==> src/rtl/tx_arbiter.sv <==
// rtl/tx_arbiter.sv - round-robin arbiter pacing byte sources onto one UART transmitter
//
// Ports:
//   i_Clk        clock, rising edge
//   i_Rst_n      asynchronous active-low reset
//   i_Req        per-requester byte request (level)
//   i_Data       requester k byte on i_Data[8k +: 8]
//   o_Grant      one-hot, one-cycle accept strobe
//   o_Transmit   transmitter start pulse, TX_PULSE clocks wide
//   o_Data       byte to transmitter, stable for the whole frame
//   o_Busy       high for exactly FRAME_CLKS clocks per frame

module tx_arbiter #(
    parameter int NUM_REQ      = 4,
    parameter int CLKS_PER_BIT = 868,
    parameter int FRAME_BITS   = 10,
    parameter int GAP_CLKS     = 0,
    parameter int TX_PULSE     = 1
) (
    input  logic                 i_Clk,
    input  logic                 i_Rst_n,
    input  logic [NUM_REQ-1:0]   i_Req,
    input  logic [8*NUM_REQ-1:0] i_Data,
    output logic [NUM_REQ-1:0]   o_Grant,
    output logic                 o_Transmit,
    output logic [7:0]           o_Data,
    output logic                 o_Busy
);

    localparam int FRAME_CLKS = CLKS_PER_BIT * FRAME_BITS + GAP_CLKS;
    localparam int CNT_W      = $clog2(FRAME_CLKS + 1);
    localparam int PTR_W      = (NUM_REQ > 1) ? $clog2(NUM_REQ) : 1;
    // Pulse counter holds TX_PULSE-1 down to 0.
    localparam int PUL_W      = (TX_PULSE > 1) ? $clog2(TX_PULSE) : 1;

    typedef enum logic [1:0] {
        IDLE = 2'd0,
        SEND = 2'd1,
        HOLD = 2'd2
    } state_t;

    state_t             state, state_n;
    logic [PTR_W-1:0]   ptr, ptr_n;
    logic [CNT_W-1:0]   cnt, cnt_n;
    logic [PUL_W-1:0]   pcnt, pcnt_n;
    logic [NUM_REQ-1:0] grant_n;
    logic               tx_n;
    logic [7:0]         data_n;
    logic               busy_n;

    logic               found;
    logic [PTR_W-1:0]   win;
    logic [7:0]         win_data;

    // Rotating priority search: first set request at or above ptr, wrapping.
    always_comb begin
        int j;
        j        = 0;
        found    = 1'b0;
        win      = '0;
        win_data = '0;
        for (int i = 0; i < NUM_REQ; i++) begin
            j = int'(ptr) + i;
            if (j >= NUM_REQ) begin
                j = j - NUM_REQ;
            end
            if (!found && i_Req[j]) begin
                found    = 1'b1;
                win      = PTR_W'(j);
                win_data = i_Data[8*j +: 8];
            end
        end
    end

    always_comb begin
        state_n = state;
        ptr_n   = ptr;
        cnt_n   = cnt;
        pcnt_n  = pcnt;
        grant_n = '0;
        tx_n    = o_Transmit;
        data_n  = o_Data;
        busy_n  = o_Busy;
        case (state)
            IDLE: begin
                tx_n   = 1'b0;
                busy_n = 1'b0;
                if (found) begin
                    grant_n = NUM_REQ'(1) << win;
                    data_n  = win_data;
                    tx_n    = 1'b1;
                    busy_n  = 1'b1;
                    cnt_n   = CNT_W'(FRAME_CLKS - 1);
                    pcnt_n  = PUL_W'(TX_PULSE - 1);
                    ptr_n   = (win == PTR_W'(NUM_REQ - 1)) ? '0 : win + PTR_W'(1);
                    state_n = SEND;
                end
            end
            SEND: begin
                // Frame end takes priority so TX_PULSE == FRAME_CLKS still closes cleanly.
                if (cnt == '0) begin
                    tx_n    = 1'b0;
                    busy_n  = 1'b0;
                    state_n = IDLE;
                end else begin
                    cnt_n = cnt - CNT_W'(1);
                    if (pcnt == '0) begin
                        tx_n    = 1'b0;
                        state_n = HOLD;
                    end else begin
                        pcnt_n = pcnt - PUL_W'(1);
                    end
                end
            end
            HOLD: begin
                tx_n = 1'b0;
                if (cnt == '0) begin
                    busy_n  = 1'b0;
                    state_n = IDLE;
                end else begin
                    cnt_n = cnt - CNT_W'(1);
                end
            end
            default: begin
                tx_n    = 1'b0;
                busy_n  = 1'b0;
                state_n = IDLE;
            end
        endcase
    end

    always_ff @(posedge i_Clk or negedge i_Rst_n) begin
        if (!i_Rst_n) begin
            state      <= IDLE;
            ptr        <= '0;
            cnt        <= '0;
            pcnt       <= '0;
            o_Grant    <= '0;
            o_Transmit <= 1'b0;
            o_Data     <= '0;
            o_Busy     <= 1'b0;
        end else begin
            state      <= state_n;
            ptr        <= ptr_n;
            cnt        <= cnt_n;
            pcnt       <= pcnt_n;
            o_Grant    <= grant_n;
            o_Transmit <= tx_n;
            o_Data     <= data_n;
            o_Busy     <= busy_n;
        end
    end

endmodule

==> config.mk <==
export PLATFORM = sky130hd
export DESIGN_NAME = tx_arbiter
export DESIGN_NICKNAME = d
export VERILOG_FILES = /design/src/rtl/tx_arbiter.sv
export SDC_FILE = /design/constraint.sdc
export NUM_CORES = 1
export LEC_CHECK = 0
export ABC_AREA = 1
export CAP_MARGIN = 20
export CORE_UTILIZATION = 43
export DETAILED_ROUTE_END_ITERATION = 16
export GPL_TIMING_DRIVEN = 1
export PLACE_DENSITY = 0.72
export REMOVE_ABC_BUFFERS = 1
export SETUP_SLACK_MARGIN = 0.3
export SYNTH_ARGS = -nofsm -noshare
export SYNTH_HDL_FRONTEND = slang
export SYNTH_SLANG_ARGS = --single-unit
==> constraint.sdc <==
create_clock -name i_Clk -period 4.7 [get_ports i_Clk]
set_clock_uncertainty 0.05 [all_clocks]
set_input_delay 0.94 -clock i_Clk [delete_from_list [all_inputs] [get_ports i_Clk]]
set_output_delay 0.94 -clock i_Clk [all_outputs]
set_load 0.01 [all_outputs]
==> out/metrics.cfg <==
[routing]
antenna_left = 0
wire_per_inst_um = 11.9
drc = 0
via_per_inst = 5.03
num_vias = 3512
first_iter_violations = 227
wl_um = 8290
firstDrtPassIters = 5

[clock_network]
cts_tree = done
cts.htree.levels = 2
insertion_delay_ns = 0.29
clock-sinks = 32
cts_buffers = 5
cts-root-buf = clkbuf_8
cts_setup_buffers = 0
cts-resized-gates = 0
cts.path.max_buffers = 2
clk_pin_slew_worst_paths_ns = 0.07
hold_buffers = 0

[worst_hold_path]
hold_class = reg2reg

[die]
core_um2 = 7250
rows = 31
fp.dieH_um = 88.6
initial_core_util_pct = 44.5
ios = 52
die_w_um = 88.6
dieArea_um2 = 7850

[timing]
setup_violations = 0
tightest_slew_ns = 0.723
final-max-slew-violation-count = 0
rsz0062_at_grt = no
finalCritPeriodShare_pct = 68.2
holdWs_ns = 0.430
hold_violations = 0
tns_ns = 0
post-route-min-period_ns = 3.20
max_freq_mhz = 312
max-slew-margin-rel_pct = 51.6

[cells_and_area]
fillCellCount = 758
seq_area_um2 = 802
final_cell_area_um2 = 3870
final_cell_mix = nand2_1 (212), nand3_1 (90), inv_1 (70)
area_delta_synth_final_pct = 20.1
drive_gt1_share_pct = 5.84
multi_input_area_um2 = 2010
nets = 647
fin_util_pct = 53.4
final_common_cell = nand2_1
diodes = 0

[placed_design]
place_area_um2 = 3760
place_hpwl_um = 6010
port_buffers = 51
routabilityCongestion = 0.867

[setup_path]
worstPathRequired_ns = 4.83
path_common_cell = nand2_1
cp_slowest_stage_delay_ns = 0.52
critical_path.slowest_cell = ha_1
worstPathArrival_ns = 3.33
cp_cell_sequence = inv_4 > ha_1 > inv_1 > nand3_1 > nand2_2 > nor2_2 > inv_1 > nand2_1 > nand2_1 > nand3_1 > inv_1 > ha_1 > nand2_1 > nand2_1
r2r_slack_ns = 1.50
crit_path_end_kind = flip-flop
critPathKind = reg2reg
worstPathMaxFanout = 31
critPathLaunchType = flip-flop

[power_and_ir_drop]
power_uw = 2950
pwr_density_cell_nw_per_um2 = 762
p_leak_uw = 0.00210
peakVddDrop_uv = 314

[yosys]
ys_ff_latch = 32
synthDistinctLibCells = 30
syn_area_um2 = 3220
synth_edf_count = 0
async_reset_ff_share_pct = 100
avgSynthCellArea_um2 = 5.77
netlist_instances = 559
ys.warnings.count = 0
ys.flop_type = dfrtp_1
ys_seq_area_share_pct = 24.8

[grt]
grt_usage_pct = 22.3
antenna_found_initial = 0
grt_pass1_wl_um = 13700
grt_pass1_vias = 3018
gr-total-overflow = 0
grt_max_degree = 64

[flow_run]
max-cap-violations = 0

[outcome]
outcome = finished, final reports clean

## cells by family after synthesis
kind of cell / share of synthesized area (%)
compound gates: 6.13
xor+xnor: 0.543
fa+ha+maj: 4.27
buf+inv: 13.0
flops: 24.8
simple gates: 51.3
## critical path: cells and delay by family (launching register included)
family	cells	cell delay (ns)
adder cells (fa/ha/maj)	2	0.81
flip-flops	1	0.42
AND/OR/NAND/NOR	8	1.05
buffers and inverters	4	0.73
## per-layer routing
| layer | GRT usage, % | vias up | part of all wire (%) |
|---|---|---|---|
| met5 | 0 | - | 0 |
| met4 | 6.45 | 0 | 1.4 |
| met3 | 3.17 | 12 | 4.4 |
| met1 | 31.5 | 1573 | 49 |
| li1 | - | 1829 | - |
| met2 | 35.4 | 98 | 46 |
## power by group
part           leakage, uW  total [uW]  switching, uW  internal, uW
Combinational      0.00165        2200           1460           739
Clock            0.0000541         269            112           157
Sequential        0.000399         487           86.0           401
## final timing paths
kind,from,endpoint,cells past startpoint
setup / recovery,ptr[0]$_DFFE_PN0P_,ptr[1]$_DFFE_PN0P_,14
hold / removal,o_Data[0]$_DFFE_PN0P_,o_Data[0]$_DFFE_PN0P_,2
setup reg to reg,ptr[0]$_DFFE_PN0P_,ptr[1]$_DFFE_PN0P_,14
hold reg to reg,o_Data[0]$_DFFE_PN0P_,o_Data[0]$_DFFE_PN0P_,2
max in group asynchronous,i_Rst_n,ptr[0]$_DFFE_PN0P_,2
min in group asynchronous,i_Rst_n,o_Data[6]$_DFFE_PN0P_,2
## Yosys cell counts (2+ instances only)
library cell / number / area, um2
a21oi_1: 10 / 50.1
buf_1: 2 / 7.51
buf_2: 9 / 45.0
buf_6: 4 / 45.0
clkbuf_1: 8 / 30.0
dfrtp_1: 32 / 801
ha_1: 11 / 138
inv_1: 70 / 263
inv_4: 2 / 12.5
nand2_1: 212 / 796
nand2_2: 8 / 50.1
nand2_4: 2 / 22.5
nand3_1: 90 / 450
nand3b_1: 2 / 15.0
nand4_1: 10 / 62.6
nor2_1: 43 / 161
nor2_4: 2 / 22.5
nor3b_1: 2 / 15.0
o21ai_0: 25 / 125
o31ai_1: 2 / 15.0
or2_2: 3 / 18.8
xor2_1: 2 / 17.5
## per-stage QoR
stage / setup WS (ns) / instances
after floorplan: 0.816 / 535
after CTS: 1.53 / 698
after global placement: 1.37 / 690
after global routing: 1.20 / 698
after detailed placement: 1.30 / 690
final: 1.50 / 698
## layout make-up
cell class,count,share of cell area (%)
multi-input combinational,429,51.8
tap,99,3.20
clock inverter,3,1.10
sequential,32,20.7
timing repair buffer,56,14.1
inverter,74,7.30
clock buffer,5,1.78
## registers in the layout, indices dropped and copies added, names as in the netlist
| name | count |
|---|---|
| ptr | 2 |
| state | 2 |
| o_Data | 8 |
| o_Grant | 4 |
| o_Transmit | 1 |
| o_Busy | 1 |
| cnt | 14 |
(Power assumes the default switching activity.)
